`config.mk`:
```
export PLATFORM = sky130hd
export DESIGN_NAME = uart_tx_cfg
export DESIGN_NICKNAME = d
export VERILOG_FILES = /design/src/rtl/uart_tx_cfg.sv
export SDC_FILE = /design/constraint.sdc
export NUM_CORES = 1
export LEC_CHECK = 0
export BUFFER_PORTS_ARGS = -buffer_cell sky130_fd_sc_hd__buf_2
export CORE_MARGIN = 4
export CORE_UTILIZATION = 50
export CTS_CLUSTER_DIAMETER = 120
export DETAILED_ROUTE_END_ITERATION = 6
export PLACE_DENSITY = 0.7
export SLEW_MARGIN = 10
export SYNTH_ARGS = -nofsm -noshare
export SYNTH_HDL_FRONTEND = slang
export SYNTH_SLANG_ARGS = --single-unit
export TNS_END_PERCENT = 20
```
`constraint.sdc`:
```
create_clock -name clkIN -period 1.7 [get_ports clkIN]
set_clock_uncertainty 0.15 [all_clocks]
set_input_delay 0.255 -clock clkIN [delete_from_list [all_inputs] [get_ports clkIN]]
set_output_delay 0.255 -clock clkIN [all_outputs]
set_load 0.1 [all_outputs]
```
`src/rtl/uart_tx_cfg.sv`:
```
// Parametrised UART transmitter with an internal baud divider and a
// valid/ready input handshake. Frame: start bit, DATA_BITS data bits (LSB
// first), optional parity bit, STOP_BITS stop bits. All outputs are registered.
// Optional break generation is built only when UART_TX_BREAK_EN is defined.
module uart_tx_cfg #(
  parameter int unsigned CLK_DIV   = 16,
  parameter int unsigned DATA_BITS = 8,
  parameter int unsigned PARITY    = 0,
  parameter int unsigned STOP_BITS = 1
) (
  input  logic                 clkIN,
  input  logic                 resetIN,
  input  logic [DATA_BITS-1:0] dataIN,
  input  logic                 validIN,
  output logic                 readyOUT,
  input  logic                 breakIN,
  output logic                 txOUT,
  output logic                 busyOUT
);

  localparam int unsigned TimerW    = $clog2(CLK_DIV);
  localparam int unsigned FrameBits = 1 + DATA_BITS + ((PARITY != 0) ? 1 : 0) + STOP_BITS;
  localparam int unsigned CntW      = $clog2(FrameBits + 1);

  localparam logic [TimerW-1:0] TimerLast = TimerW'(CLK_DIV - 1);
  localparam logic [CntW-1:0]   DataLast  = CntW'(DATA_BITS - 1);
  localparam logic [CntW-1:0]   StopLast  = CntW'(STOP_BITS - 1);
`ifdef UART_TX_BREAK_EN
  localparam logic [CntW-1:0]   FrameLast = CntW'(FrameBits - 1);
  localparam logic [CntW-1:0]   FrameCnt  = CntW'(FrameBits);
`endif

  // Illegal configurations are flagged at elaboration.
  if (CLK_DIV < 2) begin : g_bad_clk_div
    $error("uart_tx_cfg: CLK_DIV must be >= 2");
  end
  if (DATA_BITS < 5 || DATA_BITS > 9) begin : g_bad_data_bits
    $error("uart_tx_cfg: DATA_BITS must be 5..9");
  end
  if (PARITY > 2) begin : g_bad_parity
    $error("uart_tx_cfg: PARITY must be 0, 1 or 2");
  end
  if (STOP_BITS < 1 || STOP_BITS > 2) begin : g_bad_stop_bits
    $error("uart_tx_cfg: STOP_BITS must be 1 or 2");
  end

  typedef enum logic [2:0] {
    StIdle,
    StStart,
    StData,
    StPar,
    StStop
`ifdef UART_TX_BREAK_EN
    ,
    StBrk,
    StMark
`endif
  } state_e;

  state_e                 state_q, state_d;
  logic [TimerW-1:0]      timer_q, timer_d;
  logic [CntW-1:0]        cnt_q, cnt_d;
  logic [DATA_BITS-1:0]   shift_q, shift_d;
  logic                   par_q, par_d;
  logic                   tx_q, tx_d;
  logic                   ready_q, ready_d;
  logic                   busy_q, busy_d;
  logic                   timer_last;

`ifndef UART_TX_BREAK_EN
  // Break input has no function in this build.
  logic unused_break;
  assign unused_break = breakIN;
`endif

  assign timer_last = (timer_q == TimerLast);

  // Next-state logic; outputs are computed from the next state so they register cleanly.
  always_comb begin
    state_d = state_q;
    timer_d = timer_last ? '0 : timer_q + 1'b1;
    cnt_d   = cnt_q;
    shift_d = shift_q;
    par_d   = par_q;
    tx_d    = tx_q;
    unique case (state_q)
      StIdle: begin
        timer_d = '0;
        tx_d    = 1'b1;
`ifdef UART_TX_BREAK_EN
        if (breakIN) begin
          state_d = StBrk;
          cnt_d   = '0;
          tx_d    = 1'b0;
        end else
`endif
        if (validIN && ready_q) begin
          state_d = StStart;
          cnt_d   = '0;
          shift_d = dataIN;
          par_d   = (PARITY == 1) ? ~(^dataIN) : ^dataIN;
          tx_d    = 1'b0;
        end
      end
      StStart: begin
        tx_d = 1'b0;
        if (timer_last) begin
          state_d = StData;
          cnt_d   = '0;
          tx_d    = shift_q[0];
        end
      end
      StData: begin
        tx_d = shift_q[0];
        if (timer_last) begin
          if (cnt_q == DataLast) begin
            cnt_d = '0;
            if (PARITY != 0) begin
              state_d = StPar;
              tx_d    = par_q;
            end else begin
              state_d = StStop;
              tx_d    = 1'b1;
            end
          end else begin
            cnt_d   = cnt_q + 1'b1;
            shift_d = shift_q >> 1;
            tx_d    = shift_q[1];
          end
        end
      end
      StPar: begin
        tx_d = par_q;
        if (timer_last) begin
          state_d = StStop;
          cnt_d   = '0;
          tx_d    = 1'b1;
        end
      end
      StStop: begin
        tx_d = 1'b1;
        if (timer_last) begin
          if (cnt_q == StopLast) begin
            state_d = StIdle;
            cnt_d   = '0;
          end else begin
            cnt_d = cnt_q + 1'b1;
          end
        end
      end
`ifdef UART_TX_BREAK_EN
      StBrk: begin
        tx_d = 1'b0;
        // cnt_q counts completed bit periods, saturating once a full frame has elapsed.
        if (timer_last && cnt_q != FrameCnt) begin
          cnt_d = cnt_q + 1'b1;
        end
        if (!breakIN && (cnt_q == FrameCnt || (cnt_q == FrameLast && timer_last))) begin
          state_d = StMark;
          cnt_d   = '0;
          timer_d = '0;
          tx_d    = 1'b1;
        end
      end
      StMark: begin
        tx_d = 1'b1;
        if (timer_last) begin
          if (cnt_q == StopLast) begin
            state_d = StIdle;
            cnt_d   = '0;
          end else begin
            cnt_d = cnt_q + 1'b1;
          end
        end
      end
`endif
      default: begin
        state_d = StIdle;
        timer_d = '0;
        cnt_d   = '0;
        tx_d    = 1'b1;
      end
    endcase
    ready_d = (state_d == StIdle);
    busy_d  = ~ready_d;
  end

  // State and output registers with synchronous reset.
  always_ff @(posedge clkIN) begin
    if (resetIN) begin
      state_q <= StIdle;
      timer_q <= '0;
      cnt_q   <= '0;
      shift_q <= '0;
      par_q   <= 1'b0;
      tx_q    <= 1'b1;
      ready_q <= 1'b0;
      busy_q  <= 1'b0;
    end else begin
      state_q <= state_d;
      timer_q <= timer_d;
      cnt_q   <= cnt_d;
      shift_q <= shift_d;
      par_q   <= par_d;
      tx_q    <= tx_d;
      ready_q <= ready_d;
      busy_q  <= busy_d;
    end
  end

  assign txOUT    = tx_q;
  assign readyOUT = ready_q;
  assign busyOUT  = busy_q;

endmodule

```
==> results of run 1 <==
## report_power, final
| group | internal [mW] | switching [mW] |
|---|---|---|
| combinational | 0.0984 | 0.150 |
| sequential | 0.565 | 0.0147 |
| clock | 0.0913 | 0.155 |
| total | 0.755 | 0.320 |
## synthesized netlist by cell type, types with 2 or more instances
cell        n  share of area (%)
nor3b_1     2                1.1
nand3_1     7                2.6
a311oi_1    7                4.6
o21ai_0     3                1.1
ha_1        3                2.8
a21oi_1    14                5.3
dfxtp_1    23                 35
o32ai_2     2                2.5
a2111oi_0   2                1.3
a211oi_1    4                2.3
nor2_1     10                2.8
o22ai_1     2               0.94
nand2_1     5                1.4
clkbuf_1    2               0.57
buf_4       2                1.1
or3_1       2               0.94
xnor2_1     9                5.9
buf_6       3                2.5
inv_1       6                1.7
mux2i_1     7                5.3
nand4_1     2               0.94
nand2b_1    2               0.94
## per-stage QoR
stage | setup TNS (ns) | util (%)
final | 0 | 62.46
after global routing | -0.2216 | 62.46
after CTS | 0 | 60.51
after detailed placement | -0.03675 | 59.11
after global placement | 0 | 59.11
after floorplan | 0 | -
## final cells by class
cell class              instances  share of cell area [%]
multi-input cells             103                   52.08
flip-flops and latches         23                   30.05
repair buffers                 26                   12.34
well taps                      30                   2.404
clock buffers                   4                   1.683
inverters                       6                   1.442
## critical path, delay by kind of cell, from the launching register on
family          cells  cell delay [ns]
flops               1             0.38
buf+inv             2             0.31
simple gates        1             0.23
fa+ha+maj           1             0.19
compound gates      2             0.33
## sequential cells by signal, summed over array words and instances, names as in the netlist
name,flops
state_q,3
cnt_q,4
txOUT,1
par_q,1
shift_q,8
readyOUT,1
busyOUT,1
timer_q,4
## per-layer routing
| metal | share of wire (%) | GRT usage, % |
|---|---|---|
| met2 | 47 | 27.61 |
| met5 | 0 | 0 |
| met3 | 3.2 | 2.614 |
| met1 | 48 | 22.66 |
| met4 | 1.6 | 5.825 |
## cells by family after synthesis
| kind of cell | Yosys count |
|---|---|
| AOI/OAI and AO/OA | 42 |
| xor gates and xnor gates | 10 |
| adders and majority gates | 3 |
| buffers and inverters | 13 |
| DFF | 23 |
| muxes | 7 |
| and+or+nand+nor | 41 |
## final timing paths
check	start	to	cells past startpoint
worst max-delay path	cnt_q[1]	shift_q[5]	6
worst min-delay path	dataIN[7]	shift_q[7]	3
worst max register to register	cnt_q[1]	shift_q[5]	6
worst min register to register	par_q	par_q	2
## repair_timing
action	4_1_cts	5_1_grt
endpoints found under the hold margin	0	0
setup endpoints to repair	2	13
resized for setup	4	6
pin swaps	0	6
gates cloned	0	1
==> results.tsv, run 1 <==
stage	metric	value	unit
clock_network	numCtsBuffers	3	
route	routed_wl	2.724	mm
synth	synth-xor-area-share	6.610	%
synth	synthCells	139	
layout	drive_gt1_share	32.72	%
grt	grt_pass1_vias	1066	
layout	multiInputGateArea	813.3	sq um
sta	max_freq	0.6012	GHz
sta	setup_viol	0	
critical_path	reg2reg_setup_slack	0.04	ns
route	drt-vias-per-instance	5.813	
pwr	power_density	688.2	mW/mm^2
place	dpl.cell_count	187	
sta	period_share	97.84	%
grt	grt_pass1_wl	4.692	mm
flow_run	drv_cap	0	
pwr	ir_drop	449.2	uV
sta	finalMaxSlewViolations	0	
sta	final_hold_viol_count	0	
layout	fillers	214	
sta	holdWs	0.05774	ns
floorplanning	design.die.area	0.003538	sq mm
synth	synth_cell_types	42	
critical_path	crit_chain	ha_2 > and3b_4 > o22ai_4 > clkbuf_16 > buf_4 > a311oi_2	
clock_network	cts_setup_buffers	0	
pwr	power.total	1.075	mW
route	wire_per_inst	14.19	um
synth	synth_adder_area_share	2.833	%
synth	synth.net_count	154	
place	port_buffers	13	
synth	synth_top_family_by_area	compound AO/OA/AOI/OAI gates	
clock_network	cts_htree_levels	1	
synth	synth_seq_area_share	34.75	%
place	gp_congestion	0.8962	
place	post_dp_cell_area	0.001478	sq mm
route	drcViolationCount	0	
floorplanning	boundaryPins	15	
synth	syn_area	0.001325	sq mm
sta	worst_pin_slew	0.4851	ns
place	hpwl	2.038	mm
layout	antenna_cells	0	
clock_network	insertion_delay	0.30	ns
synth	synth_edf_count	0	
synth	synthSimpleGateAreaFrac	19.26	%
synth	ys.flop_type	dfxtp_1	
floorplanning	die_x	59.48	um
sta	rsz0062_at_grt	yes	
synth	avgSynthCellArea	9.533	sq um
critical_path	crit_slowest_cell	dfxtp_2	
synth	ys_warn_count	0	
clock_network	clock_path_buffers	2	
critical_path	crit_path_end_kind	flop	
critical_path	critical_path_class	reg -> reg	
grt	gr-total-overflow	0	
sta	slew_headroom	67.88	%
layout	final_common_cell	dfxtp_1	
critical_path	startpoint_type	flop	
worst_hold_path	worstHoldPathType	in -> reg	
floorplanning	fp.coreArea	0.002500	sq mm
route	drtIter0Drc	42	
critical_path	cp_max_fo	6	
layout	fin_cells	192	
clock_network	clkTransAtPathRegs	0.13	ns
route	via_count	1116	
layout	regArea	469.2	sq um
layout	layout_common_cells	dfxtp_1 (18), a21oi_1 (14), buf_2 (13)	
layout	nets	178	
pwr	leakage	0.5320	nW
clock_network	cts_root_buffer	clkbuf_4	
layout	final_area	0.001562	sq mm
critical_path	cpPeakStageDelay	0.38	ns
sta	period_minus_slack	1.663	ns
critical_path	critical_path_arrival	1.73	ns
clock_network	clock_sinks	23	
route	postRouteAntennaNets	0	
sta	fin_ws	0.03674	ns
grt	grt_start_max_net_pins	22	
critical_path	crit_required	1.77	ns
grt	antenna_found_initial	0	
floorplanning	num_rows	18	
synth	synth_compound_area_share	25.31	%
outcome	outcome	completed	
clock_network	ctsHoldBuffers	0	
place	post-place-ws	-0.03675	ns
layout	syn2layout_area_growth	17.85	%
synth	synthMuxAreaShare	5.288	%
floorplanning	initial_core_util	53.00	%
synth	ys_seq_elements	23	
synth	async_reset_ff_share	0	%
floorplanning	fp.dieH	59.48	um
grt	grt_usage	16.99	%
clock_network	cts_tree	yes	
route	drt_first_pass_iters	4	
Power figures use the tool's default switching activity.
==> run 2: changes to the inputs <==
--- a/config.mk
+++ b/config.mk
@@ -5,12 +5,13 @@
 export SDC_FILE = /design/constraint.sdc
 export NUM_CORES = 1
 export LEC_CHECK = 0
+export ABC_AREA = 1
 export BUFFER_PORTS_ARGS = -buffer_cell sky130_fd_sc_hd__buf_2
 export CORE_MARGIN = 4
 export CORE_UTILIZATION = 50
 export CTS_CLUSTER_DIAMETER = 120
 export DETAILED_ROUTE_END_ITERATION = 6
-export PLACE_DENSITY = 0.7
+export PLACE_DENSITY = 0.69
 export SLEW_MARGIN = 10
 export SYNTH_ARGS = -nofsm -noshare
 export SYNTH_HDL_FRONTEND = slang
==> run 2 against run 1 <==
Effect of this change:
- design area rose by 2.6%
- flip-flop and latch count unchanged
- synthesized cell count is 54% higher
- total power is 52% higher
- setup slack gained 0.048 ns
- core utilization decreased by 3.9 points
- highest routed layer unchanged
- sequential power increased by 23%
- synthesized area up 7.2%
- fmax up 3.0%
- first-iteration DRC count is 24% higher
==> results.tsv, run 2 <==
stage	metric	value	unit	change
outcome	outcome	completed		
layout	final_area	0.001602	sq mm	+2.6%
route	via_count	1288		+15%
clock_network	insertion_delay	0.33	ns	+0.03 ns
synth	synth_most_common_cell	nand2_1		
sta	final_hold_viol_count	0		unchanged
floorplanning	fp.coreArea	0.002734	sq mm	+9.4%
layout	largest_registers	shift_q: 8 flops, cnt_q: 4 flops, timer_q: 4 flops		
sta	slew_headroom	67.89	%	about the same
sta	finalMaxSlewViolations	0		unchanged
grt	grt_usage	16.33	%	-0.66 points
flow_run	drv_cap	0		unchanged
floorplanning	num_rows	19		+1
route	routed_wl	2.771	mm	+1.7%
clock_network	cts_tree	yes		
layout	largest_reg_flops	8		unchanged
route	wl_met2	1.149	mm	-11%
synth	synth_cell_types	32		-24%
synth	synth_common_cells	nand2_1 (55), nor2_1 (39), dfxtp_1 (23)		
clock_network	cts_htree_levels	1		unchanged
critical_path	critical_path_class	reg -> reg		
synth	synth_seq_area_share	32.42	%	-2.3 points
pwr	leakage	0.8273	nW	+56%
clock_network	numCtsBuffers	3		unchanged
clock_network	ctsHoldBuffers	0		unchanged
synth	synth_edf_count	0		unchanged
layout	utilization	58.58	%	-3.9 points
pwr	ir_drop	777.5	uV	+73%
synth	synth_top_area_share	32.42	%	-2.3 points
sta	holdWs	0.03409	ns	-0.02365 ns
route	postRouteAntennaNets	0		unchanged
layout	final_common_cell	nand2_1		
clock_network	clkTransAtPathRegs	0.14	ns	about the same
sta	period_minus_slack	1.615	ns	-0.04794 ns
grt	gr-total-overflow	0		unchanged
sta	max_freq	0.6191	GHz	+3.0%
sta	worst_pin_slew	0.4851	ns	-0.00001085 ns
synth	ys_seq_elements	23		unchanged
layout	drive_gt1_share	24.46	%	-8.3 points
grt	grt_start_max_net_pins	14		-36%
synth	synthCells	214		+54%
synth	synth_top_cell_by_area	dfxtp_1		
route	drt-vias-per-instance	4.879		-16%
critical_path	crit_required	1.78	ns	about the same
critical_path	startpoint_type	flop		
layout	antenna_cells	0		unchanged
synth	ys_warn_count	0		unchanged
floorplanning	die_x	61.30	um	+3.1%
worst_hold_path	worstHoldPathType	in -> reg		
synth	synth.net_count	229		+49%
grt	grt_pass1_vias	1114		+4.5%
layout	multiInputGateArea	863.3	sq um	+6.2%
grt	grt_pass1_wl	4.623	mm	-1.5%
route	drt_first_pass_iters	4		unchanged
clock_network	clock_sinks	23		unchanged
floorplanning	initial_core_util	51.95	%	-1.1 points
sta	rsz0062_at_grt	no		
synth	avgSynthCellArea	6.636	sq um	-30%
layout	regArea	469.2	sq um	unchanged
pwr	power_density	1021	mW/mm^2	+48%
route	wire_per_inst	10.50	um	-26%
route	drcViolationCount	0		unchanged
sta	final.setup.tns	0	ns	unchanged
critical_path	critical_path_arrival	1.70	ns	-0.03 ns
floorplanning	fp.dieH	61.30	um	+3.1%
route	top_layer_used	met4		
critical_path	cp_max_fo	8		+2
synth	syn_area	0.001420	sq mm	+7.2%
critical_path	crit_path_end_kind	flop		
route	drtIter0Drc	52		+24%
floorplanning	design.die.area	0.003757	sq mm	+6.2%
grt	antenna_found_initial	0		unchanged
route	wl_met1	1.458	mm	+12%
place	port_buffers	13		unchanged
pwr	power.total	1.634	mW	+52%
sta	setup_viol	0		unchanged
route	routed-wl-met3	115	um	+31%
layout	nets	249		+40%
clock_network	cts_root_buffer	clkbuf_4		
place	hpwl	2.040	mm	about the same
place	post_dp_cell_area	0.001528	sq mm	+3.4%
floorplanning	boundaryPins	15		unchanged
layout	syn2layout_area_growth	12.78	%	
synth	ys.flop_type	dfxtp_1		
place	gp_congestion	0.8286		-7.5%
synth	async_reset_ff_share	0	%	unchanged
layout	layout_common_cells	nand2_1 (54), nor2_1 (39), inv_1 (20)		
synth	synth.area.top_cells	dfxtp_1 (32%), nand2_1 (15%), nor2_1 (10%)		
layout	fillers	282		+32%
clock_network	clock_path_buffers	2		unchanged
layout	regMostFlops	shift_q		
sta	period_share	95.02	%	-2.8 points
run 2: cell types whose count changed after synthesis, moves of 5 or more:
cell,previous run,this run
nand3_1,7,12
xnor2_1,9,4
mux2i_1,7,0
a311oi_1,7,0
o21ai_1,0,5
o21ai_0,3,9
nor2_1,10,39
a21oi_1,14,2
nand2_1,5,55
inv_1,6,20
nor2_2,0,11
run 2: metrics by stage:
stage                     setup slack, ns  instances
after global placement            0.07042        258
final                             0.08468        264
after CTS                         0.03436        262
after detailed placement          0.06683        258
after floorplan                   0.07758        214
after global routing             0.006918        264
run 2: path summary, 6_finish.rpt:
| path | startpoint | to | slack [ns] | depth (start not counted) |
|---|---|---|---|---|
| worst min register to register | timer_q[0] | timer_q[0] | 0.30 | 1 |
| worst max-delay path | timer_q[0] | shift_q[3] | 0.08 | 8 |
| worst max register to register | timer_q[0] | shift_q[3] | 0.08 | 8 |
| worst min-delay path | resetIN | cnt_q[2] | 0.03 | 2 |
run 2: final cells by class:
cell class	count	share of cell area [%]
Multi-Input combinational cell	163	53.91
Sequential cell	23	29.30
Inverter	26	6.719
Timing Repair Buffer	17	5.937
Tap cell	31	2.422
Clock buffer	3	1.406
Clock inverter	1	0.3125
run 2: kinds of logic (layout without fill, tap and decap cells):
family	count (synthesis)	after routing	synth area share [%]
XOR/XNOR	8	8	4.933
buffers and inverters	29	47	8.986
flip-flops	23	23	32.42
AND/OR/NAND/NOR	130	131	42.73
AO/OA/AOI/OAI	21	21	8.282
adder cells (fa/ha/maj)	3	3	2.643
run 2: where the power goes:
| group | leakage, nW | total, mW | switching (mW) | internal (mW) |
|---|---|---|---|---|
| logic | 0.619 | 0.656 | 0.443 | 0.213 |
| clock network | 0.0177 | 0.267 | 0.179 | 0.0884 |
| registers | 0.191 | 0.711 | 0.0701 | 0.641 |
run 2: worst max-delay path: stages (launching register included):
cell	delay (ns)
dfxtp_4	0.39
ha_4	0.16
nand2_4	0.07
nor2_8	0.19
nor2_4	0.07
nor2_4	0.16
nand2_4	0.11
o21ai_0	0.16
nor2_1	0.05
run 2: what timing repair did:
item | in CTS | in global routing
gates resized for setup | 0 | 14
setup endpoints to repair | 0 | 14
buffers inserted | 0 | 1
run 2: metal layers:
layer,track usage [%],vias to the layer above
li1,-,706
met5,0,-
met2,24.02,21
met1,23.50,556
met4,7.121,0
met3,2.516,5
==> run 3: changes to the inputs <==
--- a/config.mk
+++ b/config.mk
@@ -12,6 +12,7 @@
 export CTS_CLUSTER_DIAMETER = 120
 export DETAILED_ROUTE_END_ITERATION = 6
 export PLACE_DENSITY = 0.69
+export REMOVE_ABC_BUFFERS = 1
 export SLEW_MARGIN = 10
 export SYNTH_ARGS = -nofsm -noshare
 export SYNTH_HDL_FRONTEND = slang
==> run 3 against run 2 <==
Effect of this change:
- critical path depth unchanged
- non-clock buffer count fell by 2
- first-iteration DRC count increased by 9.6%
- setup slack better by 0.014 ns
- design area fell by 2.7%
- flip-flop and latch count did not move
==> results.tsv, run 3 (synthesized netlist as in run 2, its figures left out) <==
stage	metric	value	unit	change
pwr	p_sw_share	41.34	%	-0.98 points
critical_path	startpoint_type	flop		
sta	setup_viol	0		unchanged
layout	final_area	0.001559	sq mm	-2.7%
sta	rsz0062_at_grt	yes		
layout	drive_gt1_share	22.61	%	-1.9 points
sta	max_freq	0.6245	GHz	+0.87%
route	postRouteAntennaNets	0		unchanged
layout	largest_reg_flops	8		unchanged
layout	utilization	57.03	%	-1.6 points
critical_path	critical_path_arrival	1.67	ns	-0.03 ns
layout	fillers	261		-7.4%
clock_network	clock_path_buffers	2		unchanged
sta	finalMaxSlewViolations	0		unchanged
layout	final_common_cell	nand2_1		
clock_network	cts_root_buffer	clkbuf_4		
place	hpwl	1.975	mm	-3.2%
clock_network	insertion_delay	0.31	ns	-0.02 ns
route	drt_first_pass_iters	4		unchanged
pwr	internal_power	0.9374	mW	-0.56%
sta	period_share	94.20	%	-0.82 points
floorplanning	fp.coreArea	0.002734	sq mm	unchanged
critical_path	crit_chain	ha_2 > nand2_2 > nor2_8 > nor2_2 > nor2_4 > nand2_4 > o21ai_0 > nor2_1		
critical_path	crit_required	1.77	ns	about the same
grt	grt_pass1_wl	4.312	mm	-6.7%
grt	antenna_found_initial	0		unchanged
layout	syn2layout_area_growth	9.780	%	
route	wire_per_inst	9.820	um	-6.4%
layout	regMostFlops	shift_q		
clock_network	cts_tree	yes		
grt	grt_usage	15.08	%	-1.3 points
critical_path	crit_slowest_cell	dfxtp_1		
floorplanning	design.die.area	0.003757	sq mm	unchanged
pwr	power.total	1.598	mW	-2.2%
route	drt-vias-per-instance	4.709		-3.5%
layout	nets	246		-1.2%
clock_network	numCtsBuffers	3		unchanged
sta	final_hold_viol_count	0		unchanged
critical_path	cp_max_fo	9		+1
pwr	ir_drop	790.8	uV	+1.7%
clock_network	cts_setup_buffers	0		unchanged
floorplanning	die_x	61.30	um	unchanged
layout	regArea	464.2	sq um	-1.1%
floorplanning	initial_core_util	51.95	%	unchanged
clock_network	clkTransAtPathRegs	0.13	ns	about the same
sta	period_minus_slack	1.601	ns	-0.01396 ns
route	drtIter0Drc	57		+9.6%
pwr	leakage	0.7937	nW	-4.1%
critical_path	cpPeakStageDelay	0.36	ns	-0.03 ns
route	routed_wl	2.563	mm	-7.5%
layout	layout_common_cells	nand2_1 (54), nor2_1 (39), inv_1 (20), dfxtp_1 (20), buf_2 (13)		
clock_network	clock_sinks	23		unchanged
sta	worst_pin_slew	0.4835	ns	-0.001537 ns
grt	gr-total-overflow	0		unchanged
grt	grt_pass1_vias	1062		-4.7%
pwr	pwr-share-seq	44.3	%	+0.8 points
layout	multiInputGateArea	842.1	sq um	-2.5%
floorplanning	fp.dieH	61.30	um	unchanged
critical_path	path_delay_family	simple AND/OR/NAND/NOR gates		
floorplanning	num_rows	19		unchanged
route	via_count	1229		-4.6%
route	drcViolationCount	0		unchanged
critical_path	critical_path_class	reg -> reg		
flow_run	drv_cap	0		unchanged
pwr	p_switching	0.6607	mW	-4.5%
pwr	power_density	1025	mW/mm^2	+0.45%
place	port_buffers	13		unchanged
place	gp_congestion	0.9014		+8.8%
layout	largest_registers	shift_q: 8 flops, cnt_q: 4 flops, timer_q: 4 flops		
clock_network	cts_htree_levels	1		unchanged
pwr	comb_power_share	39.7	%	-0.4 points
critical_path	crit_buf_inv	0		unchanged
critical_path	crit_path_end_kind	flop		
sta	final.setup.tns	0	ns	unchanged
sta	holdWs	0.03726	ns	+0.003174 ns
floorplanning	boundaryPins	15		unchanged
outcome	outcome	completed		
grt	grt_start_max_net_pins	14		unchanged
place	post_dp_cell_area	0.001519	sq mm	-0.57%
pwr	clkPwrFrac	16.0	%	-0.4 points
layout	antenna_cells	0		unchanged
worst_hold_path	worstHoldPathType	in -> reg		
sta	slew_headroom	67.99	%	+0.10 points
## run 3: cell count changes in the layout (fill, tap and decap cells not counted), moves of 2 or more
cell	delta
o21ai_0	+3
o21ai_1	-3
buf_4	-2
dfxtp_1	+2
## run 3: power by group through the flow
stage	registers [mW]	clock network, mW	logic (mW)
after floorplan	0.815	0	0.420
after global placement	0.716	0	0.633
after detailed placement	0.717	0	0.635
after CTS	0.705	0.275	0.637
after global routing	0.720	0.296	0.711
final	0.708	0.256	0.634
## run 3: path summary, 6_finish.rpt
check                                   to  startpoint  cells past startpoint  slack (ns)
worst max-delay path            shift_q[7]  timer_q[1]                      8         0.1
worst min-delay path            state_q[2]     resetIN                      2        0.04
worst min register to register  timer_q[0]  timer_q[0]                      1        0.27
worst max register to register  shift_q[7]  timer_q[1]                      8         0.1
## run 3: timing repair
action | in CTS | in global routing
gates resized for setup | 0 | 7
hold buffers | 0 | 0
setup endpoints to repair | 0 | 14
## run 3: through the flow
| step | instances | setup slack [ns] |
|---|---|---|
| 2_1_floorplan | 211 | -0.2648 |
| 3_3_place_gp | 257 | 0.09005 |
| 3_5_place_dp | 257 | 0.06872 |
| 4_1_cts | 261 | 0.05411 |
| 5_1_grt | 261 | -0.007078 |
| 6_report | 261 | 0.09864 |
## run 3: layout make-up
class | instances | share of cell area [%]
Tap cell | 31 | 2.488
Sequential cell | 23 | 29.78
Clock buffer | 4 | 1.685
Timing Repair Buffer | 15 | 5.136
Inverter | 26 | 6.902
Multi-Input combinational cell | 162 | 54.01
## run 3: per-layer routing
metal / vias to the layer above / wire length [um] / global-route usage [%]
met5: - / 0 / 0
met1: 512 / 1343 / 20.82
li1: 691 / - / -
met2: 22 / 1101 / 22.51
met3: 4 / 86 / 4.612
met4: 0 / 31 / 4.644
